==> config.mk <==
export PLATFORM = sky130hd
export DESIGN_NAME = mem_bus_ctrl
export DESIGN_NICKNAME = d
export VERILOG_FILES = /design/src/rtl/mem_bus_ctrl.sv
export SDC_FILE = /design/constraint.sdc
export NUM_CORES = 1
export LEC_CHECK = 0
export BUFFER_PORTS_ARGS = -buffer_cell sky130_fd_sc_hd__buf_2
export CORE_AREA = 2 2 136 138
export DETAILED_ROUTE_END_ITERATION = 10
export DIE_AREA = 0 0 138 140
export SYNTH_ARGS = -nofsm -noshare
export SYNTH_HDL_FRONTEND = slang
export SYNTH_SLANG_ARGS = --single-unit
export TNS_END_PERCENT = 5
==> constraint.sdc <==
create_clock -name clk -period 3.5 [get_ports clk]
set_input_delay 0.35 -clock clk [delete_from_list [all_inputs] [get_ports clk]]
set_output_delay 0.35 -clock clk [all_outputs]
set_load 0.02 [all_outputs]
==> src/rtl/mem_bus_ctrl.sv <==
// mem_bus_ctrl: single-master bus controller. It latches a CPU request,
// decodes the address into one of four targets, runs a request/ack
// handshake and returns a one-cycle completion pulse.
// Optional feature: define MEM_BUS_CTRL_TIMEOUT_EN to bound the ACCESS
// state with a TIMEOUT_CYCLES watchdog that ends in a bus error.
module mem_bus_ctrl #(
    parameter int TIMEOUT_CYCLES = 16
) (
    input  logic          clk,
    input  logic          rst,
    input  logic          cpu_req,
    input  logic          cpu_we,
    input  logic [31:0]   cpu_addr,
    input  logic [31:0]   cpu_wdata,
    input  logic [3:0]    cpu_wstrb,
    output logic          cpu_ready,
    output logic [31:0]   cpu_rdata,
    output logic          cpu_err,
    output logic [31:0]   dec_addr,
    input  logic          sel_bram,
    input  logic          sel_sram,
    input  logic          sel_flash,
    input  logic          sel_periph,
    input  logic          sel_err,
    output logic [3:0]    tgt_req,
    output logic          tgt_we,
    output logic [31:0]   tgt_addr,
    output logic [31:0]   tgt_wdata,
    output logic [3:0]    tgt_wstrb,
    input  logic [3:0]    tgt_ack,
    input  logic [127:0]  tgt_rdata
);

    typedef enum logic [2:0] {
        IDLE   = 3'd0,
        DECODE = 3'd1,
        ACCESS = 3'd2,
        RESP   = 3'd3,
        ERR    = 3'd4
    } state_t;

    state_t       state_q, state_d;
    logic         we_q, we_d;
    logic [31:0]  addr_q, addr_d;
    logic [31:0]  wdata_q, wdata_d;
    logic [3:0]   wstrb_q, wstrb_d;
    logic [1:0]   idx_q, idx_d;
    logic [31:0]  rdata_q, rdata_d;

    // Decoder selects gathered in target order so bit n matches tgt_req[n].
    logic [3:0]   sel_vec;
    logic [2:0]   sel_cnt;
    logic [1:0]   sel_idx;
    logic         ack_hit;

`ifdef MEM_BUS_CTRL_TIMEOUT_EN
    localparam logic [7:0] TMO_LAST = 8'(TIMEOUT_CYCLES - 1);
    logic [7:0]   tmo_cnt_q, tmo_cnt_d;
`endif

    assign sel_vec = {sel_periph, sel_flash, sel_sram, sel_bram};

    // Latched request fields are visible to the decoder and targets at all times.
    assign dec_addr  = addr_q;
    assign tgt_addr  = addr_q;
    assign tgt_we    = we_q;
    assign tgt_wdata = wdata_q;
    assign tgt_wstrb = wstrb_q;

    // Only the ack of the recorded target can complete an access.
    assign ack_hit = tgt_ack[idx_q];

    // Count active selects and pick the index of the (hopefully single) one.
    always_comb begin
        sel_cnt = '0;
        sel_idx = '0;
        for (int i = 0; i < 4; i++) begin
            if (sel_vec[i]) begin
                sel_cnt = sel_cnt + 3'd1;
                sel_idx = 2'(i);
            end
        end
    end

    // Next-state logic and Moore outputs.
    always_comb begin
        state_d   = state_q;
        we_d      = we_q;
        addr_d    = addr_q;
        wdata_d   = wdata_q;
        wstrb_d   = wstrb_q;
        idx_d     = idx_q;
        rdata_d   = rdata_q;
        cpu_ready = 1'b0;
        cpu_err   = 1'b0;
        cpu_rdata = '0;
        tgt_req   = '0;
`ifdef MEM_BUS_CTRL_TIMEOUT_EN
        tmo_cnt_d = tmo_cnt_q;
`endif
        unique case (state_q)
            IDLE: begin
                if (cpu_req) begin
                    we_d    = cpu_we;
                    addr_d  = cpu_addr;
                    wdata_d = cpu_wdata;
                    wstrb_d = cpu_wstrb;
                    state_d = DECODE;
                end
            end
            DECODE: begin
`ifdef MEM_BUS_CTRL_TIMEOUT_EN
                tmo_cnt_d = '0;
`endif
                if (!sel_err && sel_cnt == 3'd1) begin
                    idx_d   = sel_idx;
                    state_d = ACCESS;
                end else begin
                    state_d = ERR;
                end
            end
            ACCESS: begin
                tgt_req[idx_q] = 1'b1;
                if (ack_hit) begin
                    rdata_d = we_q ? 32'h0 : tgt_rdata[32*idx_q +: 32];
                    state_d = RESP;
                end
`ifdef MEM_BUS_CTRL_TIMEOUT_EN
                else if (tmo_cnt_q == TMO_LAST) begin
                    state_d = ERR;
                end else begin
                    tmo_cnt_d = tmo_cnt_q + 8'd1;
                end
`endif
            end
            RESP: begin
                cpu_ready = 1'b1;
                cpu_rdata = rdata_q;
                state_d   = IDLE;
            end
            ERR: begin
                cpu_ready = 1'b1;
                cpu_err   = 1'b1;
                state_d   = IDLE;
            end
            default: state_d = IDLE;
        endcase
    end

    // State and latched-field registers with synchronous reset.
    always_ff @(posedge clk) begin
        if (rst) begin
            state_q <= IDLE;
            we_q    <= 1'b0;
            addr_q  <= '0;
            wdata_q <= '0;
            wstrb_q <= '0;
            idx_q   <= '0;
            rdata_q <= '0;
`ifdef MEM_BUS_CTRL_TIMEOUT_EN
            tmo_cnt_q <= '0;
`endif
        end else begin
            state_q <= state_d;
            we_q    <= we_d;
            addr_q  <= addr_d;
            wdata_q <= wdata_d;
            wstrb_q <= wstrb_d;
            idx_q   <= idx_d;
            rdata_q <= rdata_d;
`ifdef MEM_BUS_CTRL_TIMEOUT_EN
            tmo_cnt_q <= tmo_cnt_d;
`endif
        end
    end

endmodule

; Word-level counts from Yosys, hierarchy flattened
; Index checks and enable logic that the tools add are counted.
[classes]
magnitude_cmp = 2
mux = 20
shift = 1
n_eq_ne = 7
addsub = 3
reduce_logical = 9
[ops]
columns = cell, n
row1 = $shiftx 128x8->32, 1
row2 = $mux 32, 2
row3 = $mux 3, 6
row4 = $add 3x1->3 const B, 3
row5 = $pmux 3 s3, 1
row6 = $reduce_and 2->1, 4
row7 = $eq 3x1->1 const B, 2
row8 = $eq 3x2->1 const B, 2
row9 = $mux 1, 6
row10 = $mux 2, 2
row11 = $mux 4, 1
row12 = $ne 2x2->1 const B, 2
row13 = $eq 3x3->1 const B, 1
row14 = $logic_not 3->1, 1
row15 = $lt 2x3->1 const B, 1
row16 = $bmux 1 s2, 1
row17 = $demux 1 s2, 1
row18 = $ge 2x1->1 const B, 1
row19 = $logic_and 1x1->1, 2
row20 = $reduce_or 2->1, 1
row21 = $logic_not 1->1, 1
[totals]
register_bits = 106
output_inout_bits = 139
inputBits = 209
wordCells = 49

; Longest topological paths before layout
; Gate-level depths: netlist of run 1.
[logic_depth]
word_depth = 11
depth_mapped = 9
depth_no_buf = 9

; Worst setup path before layout of run 1
; OpenSTA, ideal clock, no wires.
[synth_path]
path_kind = input to register
startpoint = input port sel_bram
endpoint = register idx_q[0]
path_slack_ns = 1.409
cell_stages = 8
setup_ns = 0.079
path_buffers = 0
t_arrival_ns = 2.011
cell_sequence = inv_1 ha_1 xor2_1 ha_1 nor2b_1 mux4_2 and3_4 a211oi_2
[synth_between]
elab_chain_cells = 10
[synth_lines]
columns = element, line_no
row1 = "start, declared", 20  ; input logic sel_bram,
row2 = $mux 1 (*), 78  ; if (sel_vec[i]) begin
row3 = $add 3x1->3, 79  ; sel_cnt = sel_cnt + 3'd1;
row4 = $mux 3 (*), 78
row5 = $add 3x1->3, 79
row6 = $mux 3 (*), 78
row7 = $add 3x1->3, 79
row8 = $mux 3 (*), 78
row9 = $eq 3x1->1 (*), 115  ; if (!sel_err && sel_cnt == 3'd1) begin
row10 = $logic_and 1x1->1 (*), 115
row11 = $reduce_and 2->1 (no source line) (*), n/a
row12 = "end signal, assigned", 169  ; idx_q <= idx_d;
row13 = "end, declared", 47  ; logic [1:0] idx_q, idx_d;
; Every way passes the cells marked *; elsewhere a longest branch is shown, timed or not.
; A chain may end at the register's enable or synchronous reset.

; Worst setup path in the final report of run 1
[layout_path]
startpoint = register state_q[0]
endpoint = output port cpu_rdata[1]
[layout_between]
elab_chain_cells = 2
[layout_lines]
columns = element, line_no
row1 = "start, declared", 42  ; state_t state_q, state_d;
row2 = "start signal, assigned", 164  ; state_q <= state_d;
row3 = $eq 3x2->1, 101  ; unique case (state_q)
row4 = $mux 32, 101
row5 = "end, declared", 17  ; output logic [31:0] cpu_rdata,
; Every way passes these cells.

==> results of run 1 <==
## per-stage QoR
stage | util | area (um^2) | total power [mW] | setup slack (ns) | hold WS, ns
after floorplan | - | 5340 | 1.70 | 1.41 | 0.432
after global placement | 0.389 | 6920 | 1.90 | 1.25 | 0.437
after detailed placement | 0.389 | 6920 | 1.91 | 1.20 | 0.443
after CTS | 0.409 | 7280 | 3.14 | 0.913 | 0.207
after global routing | 0.409 | 7280 | 3.24 | 0.742 | 0.212
final | 0.409 | 7280 | 3.09 | 0.946 | 0.225
## power breakdown
part | leakage [nW] | total, mW | switching [mW] | internal (mW)
Combinational | 2.35 | 0.570 | 0.328 | 0.242
Clock | 0.176 | 1.21 | 0.479 | 0.730
Sequential | 0.866 | 1.31 | 0.0432 | 1.27
## final timing paths
check             slack (ns)  cells after the start          from            to
setup / recovery        0.95                      3    state_q[0]  cpu_rdata[1]
hold / removal          0.22                      3  cpu_wdata[9]  tgt_wdata[9]
hold reg to reg         0.45                      2   rdata_q[12]   rdata_q[12]
setup reg to reg        1.33                      4      idx_q[0]    rdata_q[6]
## cells in the mapped netlist
| cell | number |
|---|---|
| a211oi_1 | 1 |
| a211oi_2 | 2 |
| a21oi_1 | 104 |
| a31oi_1 | 2 |
| and2_1 | 33 |
| and2_4 | 1 |
| and3_1 | 1 |
| and3_4 | 1 |
| and3b_1 | 4 |
| buf_2 | 14 |
| buf_4 | 40 |
| buf_6 | 2 |
| clkbuf_1 | 28 |
| dfxtp_1 | 106 |
| ha_1 | 3 |
| inv_1 | 3 |
| mux2_2 | 1 |
| mux4_2 | 34 |
| nand2_1 | 172 |
| nand2_2 | 1 |
| nand2b_1 | 1 |
| nand3_1 | 1 |
| nand3b_1 | 1 |
| nand4b_1 | 33 |
| nor2_1 | 6 |
| nor2b_1 | 1 |
| nor3b_1 | 1 |
| nor3b_4 | 1 |
| nor4_1 | 1 |
| nor4b_4 | 1 |
| or2_2 | 1 |
| xor2_1 | 1 |
## worst max-delay path, delay by kind of cell (launching register included)
kind / cells / cell delay [ns]
flops: 1 / 0.53
buf+inv: 1 / 0.17
simple gates: 2 / 1.13
## final cells by class
| class | instances | area [um^2] |
|---|---|---|
| clock buffers | 10 | 239 |
| clock inverters | 6 | 119 |
| fillers | 1822 | 10500 |
| inverters | 3 | 11.3 |
| multi-input cells | 409 | 2710 |
| flip-flops and latches | 106 | 2120 |
| well taps | 229 | 287 |
| repair buffers | 354 | 1790 |
## metal layers
layer	share of wire	wire [um]	vias to the layer above
met2	0.47	8220	211
met1	0.43	7560	2448
met5	0.00057	10	-
met4	0.030	529	2
li1	-	-	2594
met3	0.072	1260	42
## registers in the layout (all words and copies together) (netlist names)
signal	count
dec_addr	32
idx_q	2
rdata_q	32
state_q	3
tgt_wdata	32
tgt_we	1
tgt_wstrb	4
## cells by family (layout without fill, tap and decap cells)
kind of cell,count (synthesis),count (layout),synth area share
AOI/OAI and AO/OA,109,109,0.106
xor gates and xnor gates,1,1,0.00164
adders and majority gates,3,3,0.00703
buffers and inverters,87,373,0.0954
DFF,106,106,0.397
muxes,35,35,0.146
and+or+nand+nor,261,261,0.247
==> summary.txt, run 1 <==
Outcome
  • Outcome: finished, final reports clean

Min path
  • HP Class: in2reg

Finish
  • Share of cells above drive strength 1: 0.466
  • Final #Nets: 1095
  • Diode count: 0
  • Final Instance Count excl. Fillers: 1117
  • Layout area overhead: 36.3%
  • Most common library cell in the layout ignoring fill and taps: buf_2
  • Most frequent cells in the layout: 346 x buf_2, 172 x nand2_1, 105 x dfxtp_1, 104 x a21oi_1, 34 x mux4_2

Placed design
  • GPL Wtd Cong: 0.807
  • Hpwl dp: 12.9 mm
  • Placed Instances: 1101
  • Number of port buffers: 347

Synthesis
  • Synth Area per Inst: 8.87 um^2
  • Post-synthesis cell area: 5340 um^2
  • Top cells by area, synth: dfxtp_1 40%, mux4_2 14%, nand2_1 12%
  • Yosys warnings: 0
  • Yosys reg bits: 106
  • Sequential-to-total area share from yosys stat: 0.397
  • Syn_nets: 814
  • Mapped Cells: 602
  • Share of the synthesized area in the top cell type: 0.397
  • Yosys top cell by area: dfxtp_1
  • Count of cell types in the netlist: 32

Route
  • Via/cell ratio: 4.74
  • Final wirelength: 17.6 mm
  • Drt pass-1 iters: 4
  • Initial DRC Count: 275
  • Remaining antenna violation count: 0
  • Drt wl/cell: 15.7 um
  • DRC errors left: 0
  • Via Count: 5297

Clock tree
  • Total CTS buffers: 9
  • Postcts setup bufs: 0
  • CTS Hold Bufs: 0
  • Clk root buf: clkbuf_16
  • Reg clk slew, reported paths: 0.08 ns
  • CTS Buffer Depth: 2
  • CTS tree: done
  • Sink Count: 106
  • Post-CTS sizing: 0
  • Worst-Skew Late Latency: 0.35 ns
  • H-Tree Depth: 3

STA
  • Crit path time final: 2.55 ns
  • Max Fclk: 0.392 GHz
  • Setup-failing EPs final: 0
  • Fin. max-slew vios: 0
  • Fin crit share: 0.730
  • Worst-Margin Slew: 0.999 ns
  • Worst slew margin: 0.333
  • Post-route setup TNS: 0 ns
  • RSZ-0062 raised after global routing: no
  • Worst Clk Skew: 0.00739 ns
  • Fin. Hold Viols: 0

Global routing
  • Met2 GRT Util: 0.285
  • Global routing's busiest layer: met2
  • Number of global-route vias before repair: 5201
  • Largest net degree at the start of global routing: 70
  • Total grt overflow: 0
  • Grt met1 use: 0.227
  • Gr usage total: 0.179
  • Global-route wire length before repair: 28.0 mm
  • Antenna violations before repair: 1
  • M3 GR Usage: 0.0540

Setup path
  • Endpoint class of the critical path: output pin
  • WP data required: 3.15 ns
  • Critical-path top delay cell: and3b_1
  • Crit Path Max Fanout: 33
  • CP Class: reg2out
  • Worst path max stage delay: 0.88 ns
  • CP cell instances: and3b_1, and2_1, buf_2
  • CP startpoint kind: flip-flop
  • Worst EP arrival: 2.20 ns

Power and ir drop
  • Maximum VDD drop: 324 uV
  • LEAKAGE: 3.39 nW
  • Power Density: 424 nW/um^2

Floorplan
  • DIE WIDTH: 138 um
  • Die area: 19300 um^2
  • Cell row count: 49
  • Die Height: 140 um
  • Initial core utilization: 0.300
  • Num ports: 348
  • Core Box Area: 17800 um^2

Flow run
  • Max_cap viols: 0
Note: power is estimated with default switching activity, not from simulation.
==> run 2: changes to the inputs <==
--- a/config.mk
+++ b/config.mk
@@ -6,9 +6,9 @@
 export NUM_CORES = 1
 export LEC_CHECK = 0
 export BUFFER_PORTS_ARGS = -buffer_cell sky130_fd_sc_hd__buf_2
-export CORE_AREA = 2 2 136 138
+export CORE_AREA = 2 2 135 137
 export DETAILED_ROUTE_END_ITERATION = 10
-export DIE_AREA = 0 0 138 140
+export DIE_AREA = 0 0 137 139
 export SYNTH_ARGS = -nofsm -noshare
 export SYNTH_HDL_FRONTEND = slang
 export SYNTH_SLANG_ARGS = --single-unit
==> constraint.sdc (replaced) <==
create_clock -name clk -period 2.2 [get_ports clk]
set_input_delay 0.22 -clock clk [delete_from_list [all_inputs] [get_ports clk]]
set_output_delay 0.22 -clock clk [all_outputs]
set_load 0.02 [all_outputs]
==> run 2 against run 1 <==
  * Sequential share of layout area down 0.32 points
  * Clock power rose by 48%
  * Sequential power is 58% higher
  * Global-route usage increased by 0.13 points
  * Routed wire length shrank 0.78%
  * Power increased by 56%
  * Worst setup slack lost 0.71 ns
  * Via count rose by 0.79%
  * Hold slack worse by 0.12 ns
  * Cell count is 0.63% higher
==> summary.txt, run 2 (same netlist as run 1, synthesis figures left out) <==
Floorplan
  • Initial core utilization: 0.302
  • Die area: 19000 um^2
  • DIE WIDTH: 137 um
  • Core Box Area: 17700 um^2
  • Die Height: 139 um
  • Num ports: 348
  • Cell row count: 49

Clock tree
  • H-Tree Depth: 3
  • Total CTS buffers: 9
  • Postcts setup bufs: 0
  • CTS tree: done
  • Post-CTS sizing: 0
  • Worst-Skew Late Latency: 0.34 ns
  • Clk root buf: clkbuf_16
  • Reg clk slew, reported paths: 0.08 ns
  • Sink Count: 106
  • CTS Buffer Depth: 2
  • CTS Hold Bufs: 0

Global routing
  • Gr usage total: 0.180
  • Global-route wire length before repair: 26.9 mm
  • Total grt overflow: 0
  • Number of global-route vias before repair: 4960
  • Antenna violations before repair: 2
  • Largest net degree at the start of global routing: 71

Power and ir drop
  • Maximum VDD drop: 361 uV
  • Power Density: 653 nW/um^2
  • Sw power: 1.34 mW
  • Flop pwr share: 0.432
  • Clock power share: 0.374
  • LEAKAGE: 3.43 nW
  • Logic pwr share: 0.195
  • Int Power: 3.46 mW
  • Sw Share: 0.280
  • Pwr Total: 4.80 mW

Min path
  • Hold Path Depth: 3
  • HP Class: in2reg

Setup path
  • WP data required: 1.98 ns
  • CP Class: reg2out
  • Endpoint class of the critical path: output pin
  • Crit Path Max Fanout: 32
  • CP startpoint kind: flip-flop
  • Worst r2r path cells: 4
  • Worst EP arrival: 1.74 ns

STA
  • Fin. Hold Viols: 0
  • Setup-failing EPs final: 0
  • Hold WS: 0.103 ns
  • Fin crit share: 0.893
  • Worst-Margin Slew: 0.501 ns
  • Worst Clk Skew: 0.00709 ns
  • Max Fclk: 0.509 GHz
  • Fin. max-slew vios: 0
  • RSZ-0062 raised after global routing: no
  • Crit path time final: 1.96 ns
  • Post-route setup TNS: 0 ns
  • Worst slew margin: 0.666

Flow run
  • Max_cap viols: 0

Route
  • Via Count: 5339
  • Via/cell ratio: 4.75
  • Final wirelength: 17.4 mm
  • DRC errors left: 0
  • Remaining antenna violation count: 0
  • Drt pass-1 iters: 4
  • Initial DRC Count: 315
  • Drt wl/cell: 15.5 um

Finish
  • Most common library cell in the layout ignoring fill and taps: buf_2
  • Layout area overhead: 37.8%
  • Share of cells above drive strength 1: 0.469
  • Final #Nets: 1100
  • Final Cell Area: 7360 um^2
  • Final Util: 0.417
  • Most frequent cells in the layout: 346 x buf_2, 172 x nand2_1, 105 x dfxtp_1, 104 x a21oi_1, 34 x mux4_2

Placed design
  • Number of port buffers: 347
  • Post-DP Area: 7020 um^2
  • Hpwl dp: 12.8 mm
  • GPL Wtd Cong: 0.833

Outcome
  • Outcome: finished, final reports clean
run 2: cell types whose count changed in the layout (fill, tap and decap cells not counted), sizes merged:
| cell | change |
|---|---|
| clkinv | +1 |
| buf | +5 |
| diode | +2 |
| bufinv | -1 |
run 2: worst paths after layout:
check                    start           end  slack [ns]
hold / removal    cpu_wdata[5]  tgt_wdata[5]        0.10
setup reg to reg    state_q[1]   rdata_q[21]        0.45
hold reg to reg    rdata_q[22]   rdata_q[22]        0.45
setup / recovery    state_q[0]  cpu_rdata[3]        0.24
run 2: power groups by stage:
| stage | clock network, mW | registers [mW] | logic [mW] |
|---|---|---|---|
| floorplan | 0 | 2.22 | 0.486 |
| global placement | 0 | 2.12 | 0.932 |
| detailed placement | 0 | 2.12 | 0.941 |
| CTS | 1.86 | 2.07 | 0.943 |
| global route | 1.93 | 2.09 | 1.02 |
| finish | 1.79 | 2.07 | 0.935 |
run 2: worst max-delay path: stages, from the launching register on:
cell and delay, ns:
dfxtp_1 0.51, and3b_1 0.24, buf_4 0.29, and2_1 0.19
buf_2 0.16
run 2: per-stage QoR:
step,instances,setup WS (ns)
CTS,1122,0.213
global route,1124,0.104
global placement,1106,0.0770
floorplan,602,0.239
finish,1124,0.236
detailed placement,1106,0.0443
run 2: layer usage:
| metal | routed length, um | global-route usage | part of all wire | vias to the layer above |
|---|---|---|---|---|
| met4 | 380 | 0.0673 | 0.022 | 0 |
| li1 | - | - | - | 2610 |
| met1 | 7670 | 0.234 | 0.44 | 2505 |
| met5 | 0 | 0 | 0 | - |
| met3 | 1270 | 0.0523 | 0.073 | 29 |
| met2 | 8120 | 0.281 | 0.47 | 195 |
run 2: final cells by class:
type / instances / area [um^2]
fill: 1828 / 10300
inverter: 3 / 11.3
timing repair buffer: 359 / 1890
clock inverter: 6 / 93.8
sequential: 106 / 2120
antenna: 2 / 5.00
tap: 229 / 287
multi-input combinational: 409 / 2710
clock buffer: 10 / 239
==> run 3: changes to the inputs <==
--- a/config.mk
+++ b/config.mk
@@ -9,6 +9,7 @@
 export CORE_AREA = 2 2 135 137
 export DETAILED_ROUTE_END_ITERATION = 10
 export DIE_AREA = 0 0 137 139
+export RECOVER_POWER = 50
 export SYNTH_ARGS = -nofsm -noshare
 export SYNTH_HDL_FRONTEND = slang
 export SYNTH_SLANG_ARGS = --single-unit
==> constraint.sdc (replaced) <==
create_clock -name clk -period 2.2 [get_ports clk]
set_input_delay 0.44 -clock clk [delete_from_list [all_inputs] [get_ports clk]]
set_output_delay 0.44 -clock clk [all_outputs]
set_load 0.02 [all_outputs]
==> run 3 against run 2 <==
  * Critical path type unchanged
  * Power decreased by 3.2%
  * Count of clock-buffer cells in the layout decreased by 1
  * Cell count increased by 0.27%
  * Flip-flop and latch count unchanged
  * Worst setup slack got worse by 0.050 ns
  * Highest routed layer is now met5
==> summary.txt, run 3 (same netlist as run 1, synthesis figures left out) <==
Route
  • Via Count: 5322
  • Initial DRC Count: 253
  • DRC errors left: 0
  • Final wirelength: 17.3 mm
  • Drt wl/cell: 15.4 um
  • Remaining antenna violation count: 0
  • Via/cell ratio: 4.72
  • Drt pass-1 iters: 4

Floorplan
  • Die Height: 139 um
  • Cell row count: 49
  • Die area: 19000 um^2
  • Initial core utilization: 0.302
  • DIE WIDTH: 137 um
  • Core Box Area: 17700 um^2
  • Num ports: 348

STA
  • Worst Clk Skew: 0.00650 ns
  • Setup-failing EPs final: 0
  • Fin. Hold Viols: 0
  • RSZ-0062 raised after global routing: no
  • Worst slew margin: 0.467
  • Fin crit share: 0.915
  • Max Fclk: 0.497 GHz
  • Fin. max-slew vios: 0
  • Worst-Margin Slew: 0.799 ns
  • Crit path time final: 2.01 ns
  • Hold WS: 0.321 ns

Power and ir drop
  • Logic pwr share: 0.191
  • Sw Share: 0.293
  • Power Density: 643 nW/um^2
  • Maximum VDD drop: 323 uV
  • Sw power: 1.36 mW
  • Flop pwr share: 0.448
  • Clock power share: 0.361
  • Int Power: 3.29 mW
  • LEAKAGE: 3.02 nW

Global routing
  • Antenna violations before repair: 2
  • Number of global-route vias before repair: 4954
  • Largest net degree at the start of global routing: 71
  • Gr usage total: 0.178
  • Global-route wire length before repair: 26.7 mm
  • Total grt overflow: 0

Placed design
  • Number of port buffers: 347
  • Hpwl dp: 13.1 mm
  • Placed Instances: 1107
  • GPL Wtd Cong: 0.879

Finish
  • Most frequent cells in the layout: 246 x buf_2, 172 x nand2_1, 104 x a21oi_1, 102 x dfxtp_1, 100 x clkbuf_1
  • Share of cells above drive strength 1: 0.362
  • Footprint of the multi-input gates: 2690 um^2
  • Register area: 2130 um^2
  • FILL cells: 1901
  • Final #Nets: 1104
  • Final Instance Count excl. Fillers: 1127
  • Most common library cell in the layout ignoring fill and taps: buf_2
  • Layout area overhead: 35.4%

Setup path
  • Worst path max stage delay: 0.37 ns
  • Critical-path top delay cell: dfxtp_2
  • WP data required: 1.76 ns
  • Crit Path Max Fanout: 32
  • Worst EP arrival: 1.57 ns
  • Endpoint class of the critical path: output pin
  • CP cell instances: and3b_1, buf_4, and2_1, buf_2
  • CP startpoint kind: flip-flop
  • CP Class: reg2out

Clock tree
  • H-Tree Depth: 3
  • Reg clk slew, reported paths: 0.08 ns
  • CTS Buffer Depth: 2
  • Clk root buf: clkbuf_16
  • Sink Count: 106
  • Worst-Skew Late Latency: 0.35 ns
  • CTS tree: done
  • CTS Hold Bufs: 0
  • Total CTS buffers: 9

Outcome
  • Outcome: finished, final reports clean

Flow run
  • Max_cap viols: 0

Min path
  • HP Class: in2reg
## run 3: changes by cell type in the layout (fill, tap and decap cells not counted), sizes merged
cell      delta
clkbuf     +100
buf         -97
clkinvlp     +3
bufinv       -1
clkinv       -1
diode        -1
## run 3: per-stage QoR
step                TNS (ns)  cell area, um^2   util  worst slack [ns]  power, mW
finish                     0             7230  0.409             0.186       4.65
global route               0             7230  0.409            0.0601       4.89
CTS                        0             7350  0.416            0.0184       4.77
detailed placement    -0.374             7040  0.399            -0.174       3.06
global placement      -0.243             7040  0.399            -0.122       3.05
floorplan                  0             5340      -            0.0194       2.70
## run 3: area by class of cell
| class | instances | share of cell area |
|---|---|---|
| multi-input cells | 409 | 0.373 |
| diodes | 1 | 0.000346 |
| repair buffers | 363 | 0.249 |
| clock buffers | 9 | 0.0312 |
| flip-flops and latches | 106 | 0.294 |
| clock inverters | 7 | 0.0119 |
| inverters | 3 | 0.00156 |
| well taps | 229 | 0.0396 |
## run 3: worst paths after layout
check	start	endpoint	slack, ns	cells past startpoint
worst max register to register	state_q[2]	dec_addr[8]	0.36	4
worst max-delay path	state_q[2]	cpu_rdata[31]	0.19	4
worst min register to register	rdata_q[10]	rdata_q[10]	0.45	2
worst min-delay path	cpu_wdata[10]	tgt_wdata[10]	0.32	3
## run 3: critical path, delay by kind of cell (launching register included)
kind	cells	cell delay [ns]
buffers and inverters	2	0.43
AND/OR/NAND/NOR	2	0.41
flip-flops	1	0.37
## run 3: power groups by stage
| stage | Combinational, mW | Clock (mW) | Sequential [mW] |
|---|---|---|---|
| 2_1_floorplan | 0.486 | 0 | 2.22 |
| 6_report | 0.890 | 1.68 | 2.08 |
| 3_5_place_dp | 0.939 | 0 | 2.12 |
| 4_1_cts | 0.941 | 1.75 | 2.08 |
| 3_3_place_gp | 0.930 | 0 | 2.12 |
| 5_1_grt | 0.976 | 1.82 | 2.10 |
## run 3: timing repair
item	CTS	global route
buffers inserted	0	3
setup endpoints to repair	0	35
resized for setup	0	3
## run 3: layer usage
metal | global-route usage | part of all wire
met1 | 0.230 | 0.43
met2 | 0.281 | 0.47
met3 | 0.0545 | 0.081
met4 | 0.0581 | 0.020
met5 | 0 | 0.00040
